$ cat config.mk
export PLATFORM = sky130hd
export DESIGN_NAME = if_id_buffer
export DESIGN_NICKNAME = d
export VERILOG_FILES = /design/src/rtl/if_id_buffer.sv
export SDC_FILE = /design/constraint.sdc
export NUM_CORES = 1
export LEC_CHECK = 0
export BUFFER_PORTS_ARGS = -buffer_cell sky130_fd_sc_hd__buf_2
export CAP_MARGIN = 40
export CORE_UTILIZATION = 50
export DETAILED_ROUTE_END_ITERATION = 10
export PLACE_DENSITY = 0.77
export SLEW_MARGIN = 20
export SYNTH_ARGS = -nofsm -noshare
export SYNTH_HDL_FRONTEND = slang
export SYNTH_SLANG_ARGS = --single-unit
$ cat constraint.sdc
create_clock -name clk -period 4.44 [get_ports clk]
set_input_delay 0.444 -clock clk [delete_from_list [all_inputs] [get_ports clk]]
set_output_delay 0.444 -clock clk [all_outputs]
set_load 0.02 [all_outputs]
$ cat src/rtl/if_id_buffer.sv
`default_nettype none
// ============================================================================
//  Module   : if_id_buffer
//  Brief    : Fetch-to-decode decoupling queue. Holds {pc, instr} pairs in
//             strict FIFO order and hands them to decode through a
//             valid/ready handshake. It back-pressures fetch when full and
//             drops every entry on a flush.
//  Revision : 1.0 - initial release
// ============================================================================
module if_id_buffer #(
    parameter int          DEPTH     = 2,
    parameter int          PC_W      = 64,
    parameter int          INSTR_W   = 32,
    parameter logic [31:0] NOP_INSTR = 32'h0000_0013
) (
    input  logic                       clk,
    input  logic                       reset,
    input  logic                       in_valid,
    input  logic [PC_W-1:0]            in_pc,
    input  logic [INSTR_W-1:0]         in_instr,
    output logic                       in_ready,
    output logic                       out_valid,
    output logic [PC_W-1:0]            out_pc,
    output logic [INSTR_W-1:0]         out_instr,
    input  logic                       out_ready,
    input  logic                       flush,
    output logic [$clog2(DEPTH):0]     count
);

    localparam int c_PTR_W = $clog2(DEPTH);
    localparam int c_CNT_W = c_PTR_W + 1;
    localparam logic [c_CNT_W-1:0] c_FULL = c_CNT_W'(DEPTH);

    logic [PC_W-1:0]    r_pc_mem    [DEPTH];
    logic [INSTR_W-1:0] r_instr_mem [DEPTH];
    logic [c_PTR_W-1:0] r_wr_ptr;
    logic [c_PTR_W-1:0] r_rd_ptr;
    logic [c_CNT_W-1:0] r_count;

    logic w_push;
    logic w_pop;

    // Handshake decode: readiness depends on occupancy only, so decode's
    // out_ready never reaches fetch combinationally.
    always_comb begin
        in_ready  = (r_count != c_FULL);
        out_valid = (r_count != '0);
        w_push    = in_valid && in_ready;
        w_pop     = out_valid && out_ready;
    end

    // Head presentation: a NOP bubble with pc 0 is shown while empty.
    always_comb begin
        out_pc    = '0;
        out_instr = INSTR_W'(NOP_INSTR);
        if (out_valid) begin
            out_pc    = r_pc_mem[r_rd_ptr];
            out_instr = r_instr_mem[r_rd_ptr];
        end
    end

    // Entry storage: written on every accepted push; never cleared because
    // the pointers alone decide which entries are live.
    always_ff @(posedge clk) begin
        if (w_push) begin
            r_pc_mem[r_wr_ptr]    <= in_pc;
            r_instr_mem[r_wr_ptr] <= in_instr;
        end
    end

    // Pointer/occupancy state: reset beats flush, flush beats push/pop.
    // Pointers wrap for free because DEPTH is a power of two.
    always_ff @(posedge clk) begin
        if (!reset || flush) begin
            r_wr_ptr <= '0;
            r_rd_ptr <= '0;
            r_count  <= '0;
        end else begin
            if (w_push) r_wr_ptr <= r_wr_ptr + 1'b1;
            if (w_pop)  r_rd_ptr <= r_rd_ptr + 1'b1;
            case ({w_push, w_pop})
                2'b10:   r_count <= r_count + 1'b1;
                2'b01:   r_count <= r_count - 1'b1;
                default: r_count <= r_count;
            endcase
        end
    end

    assign count = r_count;

endmodule
`default_nettype wire

Word level (Yosys, flattened, before mapping). Memory sizes are Yosys's and may differ from the RTL's. A register that Yosys moved wholly into a read port is not among the register bits. Index checks and enable logic that the tools add are counted.

Bitwise operators: 0. Muxes and demuxes: 9. Reduce and logical (&&, ||, !) cells: 6. Multiply operators: 0. Add/sub/neg operators: 4. Magnitude comparators: 0. Equal/unequal tests: 3. Div/mod/pow operators: 0. Shift-type cells: 0.

Operators with widths (count): 64-bit 2-to-1 mux (1); 32-bit 2-to-1 mux (1); 1-bit 2-to-1 mux (6); 2-bit case mux with 2 select lines (1); 2-bit nonzero test (2); 1-bit adder, second input constant (2); 2-bit by 1-bit adder with 2-bit output, second input constant (1); 2-bit by 1-bit equality test with 1-bit output, second input constant (1); 2-bit equality test, second input constant (1); 1-bit logical AND (2); 2-bit inequality test, second input constant (1); 2-bit by 1-bit subtractor with 2-bit output, second input constant (1); 1-bit zero test (1); 1-bit logical OR (1).

Bits in read-only memories: 0. Bits in latches: 0. Bits in registers: 4. Memories kept: 2. Output and inout bits: 100. Logic and storage cells: 27. Memory bits (writable): 192.

Memory list: r_pc_mem (depth 2, width 64, rd ports 1, clocked after memory_dff 1, wr ports 1, line 34) `logic [PC_W-1:0] r_pc_mem [DEPTH];`; r_instr_mem (depth 2, width 32, rd ports 1, clocked after memory_dff 1, wr ports 1, line 35) `logic [INSTR_W-1:0] r_instr_mem [DEPTH];`.

Depth between registers and ports, before layout. Gate-level depths: netlist of run 1.

Depth in word-level cells: 4. Depth in mapped cells: 6. Gate-level depth less buffers: 6.

Worst setup path after synthesis of run 1. Ideal clock, no wire load.

Path kind: flip-flop to flip-flop. Start point: register r_count[0] (netlist: count[0]). End point: memory r_instr_mem[1][0] (enable). Setup time: 466 ps. Arrival time: 3177 ps. Data required time: 3974 ps. Clock period less this slack: 3643 ps. Cell stages (with the launch flop): 3. Path slack: 797 ps. Cells stage by stage: dfxtp_1 -> nand2b_1 -> and3_1.

Cells in the longest elaborated chain, start to end: 4.

RTL lines: start: declaration (line 38) `logic [c_CNT_W-1:0] r_count;`; start signal: assignment (line 82) `2'b10: r_count <= r_count + 1'b1;`; start signal: assignment (line 83) `2'b01: r_count <= r_count - 1'b1;`; start signal: assignment (line 84) `default: r_count <= r_count;`; 2-bit inequality test (line 46) `in_ready = (r_count != c_FULL);`; net in_ready (line 21) `output logic in_ready,`; 1-bit logical AND (line 48) `w_push = in_valid && in_ready;`; 1-bit 2-to-1 mux (line 65) `if (w_push) begin`; 1-bit 2-to-1 mux (implied by the code) (line 67) `r_instr_mem[r_wr_ptr] <= in_instr;`; end: declaration (line 35).

The timed path passes the listed nets, and every way through them passes these cells.

==> summary.txt, run 1 <==
Yosys
  • Top-count cell post-synth: edfxtp_1
  • Number of enable flip-flop cells after synthesis: between 150 and 200
  • Yosys warns: 0
  • Dominant register cell in the synthesized netlist: edfxtp_1
  • Post-Syn Instances: 432
  • Largest cells by area after synthesis: edfxtp_1, mux2i_1, nor2_1, dfxtp_1, buf_6
  • Register area share after synthesis: 78.6%
  • Cell taking the most area after synthesis: edfxtp_1
  • Synth unique cells: 20
  • Seq cells post-synth: between 150 and 200
  • Net Count, Synth: 534
  • Post-Syn Area: 7460 um^2
  • Async S/R FF share, synth: 0%
  • Synth top cells by count: edfxtp_1, nor2_1, mux2i_1
  • Synth Area per Inst: 17.3 um^2
  • Synth top area share: slightly below 80%

Cells and area
  • Area Overhead vs Synth: 24.8%
  • Final instance area: 9310 um^2
  • Antenna Cells: 0
  • Post-layout util: 64.0%
  • Final-stage net count: 741
  • Fraction of layout cells with a size suffix above 1: roughly 37%

Critical path
  • Critical path class: reg2out
  • Worst Path Max Fanout: 57
  • Kind of start point of the critical path: flip-flop
  • Reg-to-Reg Start: count[0]
  • Critical Path RT: 4000 ps
  • Worst R2R End: r_pc_mem[0][7]
  • Crit path capture type: output pin
  • Reg2Reg Depth: 5
  • Reg2Reg Setup Slack: 2220 ps
  • Crit path DAT: 2280 ps

Hold path
  • Worst Min Path Start: in_instr[20]
  • Worst hold-check path type: in2reg
  • Hold Path Depth: 1
  • Hold EP: r_instr_mem[0][20]

Global routing
  • Initial antenna violation count: 0
  • All-Layer GR Usage: 18.0%
  • First-pass GRT wire length: 20100 um
  • Vias in the first global route: 4089
  • Largest net degree at the start of global routing: 58
  • Final global-route overflow total: 0

Floorplan
  • Chip width: 124 um
  • IO Pins: approximately 200
  • Die Y: about 120 um
  • # rows: 44
  • Initial Util: approximately half
  • DIE AREA: between 15000 and 20000 um^2
  • Core area: 14500 um^2

Outcome
  • Status: finished clean

Drt
  • First DRT Iteration DRCs: 293
  • Met3 wire length: 1180 um
  • DRC viols: 0
  • Drt pass-1 iters: 4
  • Max Used Layer: met4
  • Vias: 4230
  • Met1 WL: 5500 um
  • Wire length on met2: around 7000 um
  • Post-Route WL: 13700 um
  • DR vias/cell: 5.07
  • Post-DR wirelength/cell: about 16 um
  • Final ANT Viol Nets: 0

STA
  • Pins Over Slew Limit: 0
  • Skew final: 11.6 ps
  • Final hold viol count: 0
  • Worst-margin pin slew: 735 ps
  • Tcrit/Tclk final: 61.3%
  • Sum Neg Setup Slack: 0 ps
  • RSZ-0062 raised after global routing: no
  • Fmax: 367 MHz
  • Finish-stage setup viols: 0
  • Crit path time final: 2720 ps
  • Slew HR: 51.0%

Clocking
  • Clk Latency, worst-skew pair: 420 ps
  • Root Driver: clkbuf_16
  • Clock buffer depth: 2
  • Sink Count: 197
  • Hold buffers post-CTS: 0
  • Cts bufs inserted: 17
  • Setup bufs post-CTS: 0
  • PostCTS Resize Cnt: 0
  • H-tree level count: 4
  • TritonCTS clock tree: yes
  • Clk slew on worst S/H paths: 60 ps

Placed design
  • Port Buffers: 200
  • Area post-placement: a little under 9000 um^2
  • Final HPWL DP: 9140 um
  • Routability congestion estimate: 0.754

Power
  • VDD IR max: 0.335 mV
  • Pwr Density: about 430 nW/um^2
  • Leakage power: 3.52 nW
  • Tot Pwr: 4.04 mW

Job
  • Number of max-cap violations: 0
worst max-delay path by stage:
stage	from	end	slack (ps)	depth (start not counted)
3_5_place_dp	flip-flop	out_instr[3]	2190	4
4_1_cts	flip-flop	out_instr[3]	1720	4
2_1_floorplan	count[0]	r_instr_mem[1][0]	800	2
3_3_place_gp	count[0]	r_pc_mem[1][44]	2090	3
5_1_grt	flip-flop	out_instr[2]	1610	4
6_report	flip-flop	out_pc[36]	1720	4
flip-flops by register name (all words and copies together) (netlist names), named ones only:
register,cells
count,2
r_instr_mem,64
r_pc_mem,128
r_rd_ptr,1
r_wr_ptr,1
where the power goes:
part	switching, mW	internal (mW)
sequential	0.0254	2.13
combinational	0.221	0.129
clock	0.604	0.931
stage by stage:
stage,worst slack (ps),cells,hold slack [ps]
floorplan,797,432,472
global placement,2090,801,484
detailed placement,2190,804,516
CTS,1720,834,188
global route,1610,834,185
finish,1720,834,211
placed cells by master (no fill, tap or decap), types with 2 or more instances in the layout:
master     count
a21oi_1        2
buf_12         3
clkinv_1       2
buf_2        200
clkbuf_16     17
inv_1          2
nor2_1        96
dfxtp_1        4
mux2i_1       96
xor2_1         2
o21ai_0        2
bufinv_16      4
buf_4          4
edfxtp_1     192
clkinv_2       3
buf_16         2
nand2b_1       2
clkbuf_1       2
nand2_1        4
cell type report:
type	count	area, um^2
tap	184	230
clock buffer	19	433
timing repair buffer	209	1150
multi-input combinational	211	1450
inverter	3	13.8
fill	1057	5230
clock inverter	11	159
sequential	197	5870
per-layer routing:
| layer | vias to the layer above | GRT usage (%) |
|---|---|---|
| li1 | 2012 | - |
| met1 | 2047 | 21.8 |
| met2 | 164 | 29.7 |
| met4 | 0 | 6.47 |
| met5 | - | 0 |
| met3 | 7 | 6.32 |
cells by family (layout without fill, tap and decap cells):
group | Yosys count | in the layout | share of synthesized area [%]
XOR/XNOR | 3 | 3 | 0.352
adder cells (fa/ha/maj) | 1 | 1 | 0.168
AO/OA/AOI/OAI | 5 | 5 | 0.403
AND/OR/NAND/NOR | 106 | 106 | 5.52
buffers and inverters | 24 | 242 | 2.03
flip-flops | 197 | 197 | 78.6
multiplexers | 96 | 96 | 12.9
critical path, stage by stage, from the launching register on:
cell and delay (ps):
dfxtp_4 810, buf_12 400, mux2i_1 300, nor2_1 60, buf_2 160
(Power assumes the default switching activity.)
==> run 2, diff against run 1 <==
- CORE_UTILIZATION: 50 -> 47
- PLACE_DENSITY: 0.77 -> 0.75
- clock period: 4.44 -> 2.3 ns (I/O delays scaled with it)
==> run 2 against run 1 <==
  * Count of clock-buffer cells in the layout is 1 lower
  * Largest power group unchanged
  * Core utilization is 3.1 points higher
  * Clock skew is 4.1 ps lower
  * Critical path type unchanged
==> summary.txt, run 2 (synthesized netlist as in run 1, its figures left out) <==
Floorplan
  • Die Y: 128 um (+3.1%)
  • Initial Util: 48.5% (-2.8 points)
  • Core area: 15400 um^2 (+5.8%)
  • # rows: 45 (+2.3%)
  • DIE AREA: 16400 um^2 (+6.3%)
  • Chip width: 128 um (+3.1%)
  • IO Pins: 201 (unchanged)

Global routing
  • Vias in the first global route: 4831 (+18%)
  • Final global-route overflow total: 0 (unchanged)
  • All-Layer GR Usage: 19.7% (+1.7 points)
  • Largest net degree at the start of global routing: 55 (-5.2%)
  • First-pass GRT wire length: 24100 um (+20%)
  • Initial antenna violation count: 0 (unchanged)

STA
  • Finish-stage setup viols: 0 (unchanged)
  • Skew final: 7.50 ps (-4.10 ps)
  • Worst-margin pin slew: 472 ps (-263 ps)
  • Hold Slack: 21.3 ps (-190 ps)
  • Tcrit/Tclk final: between 90% and 100%
  • Pins Over Slew Limit: 0 (unchanged)
  • RSZ-0062 raised after global routing: no
  • Crit path time final: just over 2000 ps
  • Slew HR: 68.5% (+18 points)
  • Fmax: 481 MHz
  • Final hold viol count: 0 (unchanged)
  • Final WS setup: 221 ps (-1500 ps)

Critical path
  • Crit path max-delay cell type: dfxtp_4
  • Crit path cell chain: buf_12 > mux2i_1 > nor2_1 > buf_2
  • Crit path DAT: 1850 ps (-430 ps)
  • Worst Path Max Fanout: 45 (-21%)
  • Reg2Reg Depth: 5 (unchanged)
  • CP peak stage delay: 530 ps (-280 ps)
  • Reg-to-Reg Start: count[1]
  • Reg2Reg Setup Slack: 630 ps (-1590 ps)
  • Kind of start point of the critical path: flip-flop
  • Critical Path RT: 2070 ps (-1930 ps)
  • Worst R2R End: count[1]
  • Critical path class: reg2out
  • Crit path buf inv count: 2 (unchanged)
  • Crit path capture type: output pin
  • Family with the most delay on the worst path: flip-flops

Clocking
  • Hold buffers post-CTS: 94 (+94)
  • Setup bufs post-CTS: 0 (unchanged)
  • Root Driver: clkbuf_16
  • Clk Latency, worst-skew pair: 420 ps (about the same)
  • H-tree level count: 4 (unchanged)
  • Sink Count: 197 (unchanged)
  • Cts bufs inserted: 17 (unchanged)
  • TritonCTS clock tree: yes
  • Clock buffer depth: 2 (unchanged)
  • Clk slew on worst S/H paths: 70 ps (about the same)
  • PostCTS Resize Cnt: 0 (unchanged)

Cells and area
  • Final instance area: 10300 um^2 (+11%)
  • Fill cell count: 1015 (-4.0%)
  • Max FFs per register: 128 (unchanged)
  • Leading cell types in the layout, fill and taps excluded: buf_2, edfxtp_1, mux2i_1, nor2_1, dlygate4sd3_1
  • Area of the multi-input gates: 1460 um^2 (+0.52%)
  • Most flop-heavy register: r_pc_mem
  • Antenna Cells: 0 (unchanged)
  • Area Overhead vs Synth: 38.3%
  • Fraction of layout cells with a size suffix above 1: 32.8% (-4.1 points)
  • Final-stage net count: 834 (+13%)
  • Storage element area: 5870 um^2 (about the same)
  • Most common cell after layout, fill and taps aside: buf_2
  • Post-layout util: 67.1% (+3.1 points)
  • Non-Filler Instances: 955 (+15%)

Power
  • Switching Fraction: 21.8% (+0.83 points)
  • P_sw: 1.75 mW (+110%)
  • Seq pwr share: 51.8% (-1.6 points)
  • Int Pwr: 6.28 mW (+97%)
  • Power share of the clock group: 38.0% (about the same)
  • VDD IR max: 0.478 mV (+43%)
  • Pwr Density: 779 nW/um^2 (+79%)
  • Combinational share of power: 10.2% (+1.6 points)
  • Leakage power: 3.92 nW (+11%)

Drt
  • Post-DR wirelength/cell: 16.4 um (+0.45%)
  • Final ANT Viol Nets: 0 (unchanged)
  • First DRT Iteration DRCs: 275 (-6.1%)
  • Post-Route WL: 15700 um (+15%)
  • DR vias/cell: 4.84 (-4.5%)
  • Vias: 4626 (+9.4%)
  • Drt pass-1 iters: 4 (unchanged)
  • DRC viols: 0 (unchanged)

Hold path
  • Hold EP: r_pc_mem[1][36]
  • Hold Path Depth: 1 (unchanged)
  • Worst Min Path Start: in_pc[36]
  • Worst hold-check path type: in2reg

Placed design
  • Port Buffers: 200 (unchanged)
  • Placed insts: 830 (+3.2%)
  • Post-place setup slack: 671 ps (-1520 ps)
  • Area post-placement: 8760 um^2 (+0.57%)
  • Routability congestion estimate: 0.711 (-5.8%)
  • Final HPWL DP: 9130 um (about the same)

Job
  • Number of max-cap violations: 0 (unchanged)

Outcome
  • Status: finished clean
==> run 2: changes by cell type in the layout (fill, tap and decap cells not counted), sizes merged <==
cell | before | now
inv | 4 | 3
clkinv | 5 | 8
buf | 209 | 208
clkbuf | 19 | 18
dlygate4sd3 | 0 | 94
==> run 2: worst max path at each step <==
| stage | endpoint | slack [ps] | depth (start not counted) |
|---|---|---|---|
| 6_report | out_pc[31] | 220 | 4 |
| 4_1_cts | out_instr[6] | 210 | 4 |
| 3_5_place_dp | count[1] | 670 | 5 |
| 2_1_floorplan | r_instr_mem[0][0] | -220 | 3 |
| 5_1_grt | out_pc[20] | 110 | 4 |
| 3_3_place_gp | out_pc[5] | 700 | 4 |
==> run 2: routing by layer <==
metal	global-route usage, %	vias to the layer above	part of all wire (%)
met5	0	-	0
met1	23.1	2237	40
met2	34.8	167	52
met3	4.76	23	5.8
met4	7.75	0	1.8
li1	-	2199	-
==> run 2: power groups by stage <==
stage / sequential [mW] / combinational, mW / clock, mW
detailed placement: 4.24 / 0.688 / 0
global route: 4.18 / 0.879 / 3.25
floorplan: 4.24 / 0.390 / 0
finish: 4.17 / 0.816 / 3.05
global placement: 4.23 / 0.668 / 0
CTS: 4.17 / 0.814 / 3.11
==> run 2: per-stage QoR <==
stage | TNS [ps] | power [mW]
floorplan | -21310 | 4.63
global placement | 0 | 4.90
detailed placement | 0 | 4.93
CTS | 0 | 8.08
global route | 0 | 8.31
finish | 0 | 8.04
==> run 2: layout make-up <==
| cell class | count | area share [%] |
|---|---|---|
| clock buffers | 18 | 4.16 |
| clock inverters | 13 | 1.76 |
| well taps | 211 | 2.56 |
| inverters | 3 | 0.146 |
| multi-input cells | 211 | 14.2 |
| flip-flops and latches | 197 | 57.0 |
| repair buffers | 302 | 20.3 |
==> run 3, diff against run 2 <==
- RECOVER_POWER: default -> 100
==> run 3 against run 2 <==
  * Global-route usage stayed put
  * Via count up 0.80%
  * Setup slack got worse by 20 ps
  * Design area decreased by 2.6%
  * Hold slack improved by 46 ps
  * Die area did not move
  * Clock power about the same
  * Sequential power hardly changed
  * Maximum frequency is 0.95% lower
  * Final cell count unchanged
  * Core utilization decreased by 1.8 points
  * Combinational power decreased by 6.4%
  * Critical path type unchanged
  * Largest power group unchanged
==> summary.txt, run 3 (synthesized netlist as in run 1, its figures left out) <==
Floorplan
  • Die Y: 128 um (unchanged)
  • Initial Util: 48.5% (unchanged)
  • Chip width: 128 um (unchanged)
  • IO Pins: 201 (unchanged)
  • DIE AREA: 16400 um^2 (unchanged)
  • # rows: 45 (unchanged)
  • Core area: 15400 um^2 (unchanged)

Power
  • Pwr Density: 794 nW/um^2 (+2.0%)
  • Int Pwr: 6.23 mW (-0.83%)
  • Power share of the clock group: 38.2% (+0.2 points)
  • P_sw: 1.75 mW (-0.41%)
  • Seq pwr share: 52.2% (+0.4 points)
  • VDD IR max: 0.479 mV (+0.16%)
  • Leakage power: 3.33 nW (-15%)
  • Switching Fraction: 21.9% (+0.073 points)
  • Combinational share of power: 9.6% (-0.6 points)

Placed design
  • Routability congestion estimate: 0.711 (unchanged)
  • Final HPWL DP: 9130 um (unchanged)
  • Port Buffers: 200 (unchanged)
  • Area post-placement: 8760 um^2 (unchanged)

Clocking
  • Clock buffer depth: 2 (unchanged)
  • H-tree level count: 4 (unchanged)
  • Sink Count: 197 (unchanged)
  • Root Driver: clkbuf_16
  • Clk Latency, worst-skew pair: 420 ps (about the same)
  • Cts bufs inserted: 17 (unchanged)
  • Setup bufs post-CTS: 0 (unchanged)
  • Clk slew on worst S/H paths: 70 ps (about the same)
  • TritonCTS clock tree: yes

Global routing
  • Largest net degree at the start of global routing: 55 (unchanged)
  • First-pass GRT wire length: 24100 um (unchanged)
  • Final global-route overflow total: 0 (unchanged)
  • Vias in the first global route: 4831 (unchanged)
  • All-Layer GR Usage: 19.7% (unchanged)
  • Initial antenna violation count: 0 (unchanged)

Critical path
  • Reg2Reg Setup Slack: 210 ps (-420 ps)
  • Critical path class: reg2out
  • Kind of start point of the critical path: flip-flop
  • Reg2Reg Depth: 3 (-2)
  • Critical Path RT: 2070 ps (about the same)
  • Crit path to: out_pc[31]
  • Worst R2R End: r_pc_mem[1][33]
  • Worst Path Max Fanout: 45 (unchanged)
  • Reg-to-Reg Start: count[0]
  • Crit path capture type: output pin
  • Crit path DAT: 1870 ps (+20 ps)

STA
  • Final hold viol count: 0 (unchanged)
  • Finish-stage setup viols: 0 (unchanged)
  • Pins Over Slew Limit: 0 (unchanged)
  • Hold Slack: 67.3 ps (+46.0 ps)
  • Worst-margin pin slew: 816 ps (+343 ps)
  • RSZ-0062 raised after global routing: no
  • Skew final: 6.53 ps (-0.968 ps)
  • Fmax: 476 MHz (-0.95%)
  • Tcrit/Tclk final: 91.3% (+0.87 points)
  • Slew HR: 45.6% (-23 points)
  • Crit path time final: 2100 ps (+20.0 ps)

Cells and area
  • Area Overhead vs Synth: 34.6%
  • Most flop-heavy register: r_pc_mem
  • Final-stage net count: 834 (unchanged)
  • Max FFs per register: 128 (unchanged)
  • Final instance area: 10000 um^2 (-2.6%)
  • Fraction of layout cells with a size suffix above 1: 10.5% (-22 points)
  • Antenna Cells: 0 (unchanged)
  • Most common cell after layout, fill and taps aside: edfxtp_1
  • Post-layout util: 65.3% (-1.8 points)
  • Leading cell types in the layout, fill and taps excluded: edfxtp_1, clkbuf_1, mux2i_1, nor2_1, dlygate4sd3_1
  • Fill cell count: 1139 (+12%)

Drt
  • First DRT Iteration DRCs: 243 (-12%)
  • DR vias/cell: 4.88 (+0.80%)
  • DRC viols: 0 (unchanged)
  • Vias: 4663 (+0.80%)
  • Drt pass-1 iters: 4 (unchanged)
  • Final ANT Viol Nets: 0 (unchanged)
  • Post-DR wirelength/cell: 16.5 um (about the same)
  • Post-Route WL: 15700 um (about the same)

Hold path
  • Worst hold-check path type: in2reg

Job
  • Number of max-cap violations: 0 (unchanged)

Outcome
  • Status: finished clean
run 3: worst max-delay path, stage by stage (launching register included):
cell	delay, ps
dfxtp_4	530
buf_12	320
mux2i_1	280
nor2_1	60
clkbuf_1	190
run 3: through the flow:
| stage | instances | TNS [ps] | total power, mW | setup WS (ps) |
|---|---|---|---|---|
| floorplan | 432 | -21310 | 4.63 | -222 |
| global placement | 830 | 0 | 4.90 | 696 |
| detailed placement | 830 | 0 | 4.93 | 671 |
| CTS | 955 | 0 | 8.08 | 208 |
| global route | 955 | 0 | 8.26 | 74.1 |
| finish | 955 | 0 | 7.98 | 201 |
run 3: power groups by stage:
stage,Sequential [mW],Clock (mW),Combinational (mW)
6_report,4.17,3.04,0.764
4_1_cts,4.17,3.11,0.814
3_3_place_gp,4.23,0,0.668
5_1_grt,4.18,3.25,0.825
3_5_place_dp,4.24,0,0.688
2_1_floorplan,4.24,0,0.390
run 3: worst min-delay path by stage:
stage / start / end / slack, ps / cells after the start
2_1_floorplan: in_instr[0] / r_instr_mem[0][0] / 330 / 0
3_3_place_gp: in_pc[19] / r_pc_mem[1][19] / 420 / 1
3_5_place_dp: in_pc[19] / r_pc_mem[1][19] / 420 / 1
4_1_cts: in_pc[26] / r_pc_mem[1][26] / 0.3 / 1
5_1_grt: in_pc[36] / r_pc_mem[1][36] / 50 / 1
6_report: in_pc[36] / r_pc_mem[1][36] / 70 / 1
run 3: cell type report:
class / instances / area (um^2) / share of cell area, %
tap: 211 / 264 / 2.63
clock inverter: 13 / 181 / 1.81
sequential: 197 / 5870 / 58.4
multi-input combinational: 211 / 1450 / 14.4
clock buffer: 18 / 429 / 4.27
timing repair buffer: 302 / 1840 / 18.3
inverter: 3 / 12.5 / 0.125
run 3: repair_timing:
item | 4_1_cts | 5_1_grt
resized for setup | 0 | 0
hold buffers | 94 | 0
hold endpoints to repair | 188 | 0
run 3: metal layers:
metal | part of all wire [%] | GRT usage, % | up-vias
met5 | 0 | 0 | -
met4 | 1.8 | 7.75 | 0
met3 | 5.7 | 4.76 | 25
met2 | 52 | 34.8 | 171
met1 | 40 | 23.1 | 2269
li1 | - | - | 2198
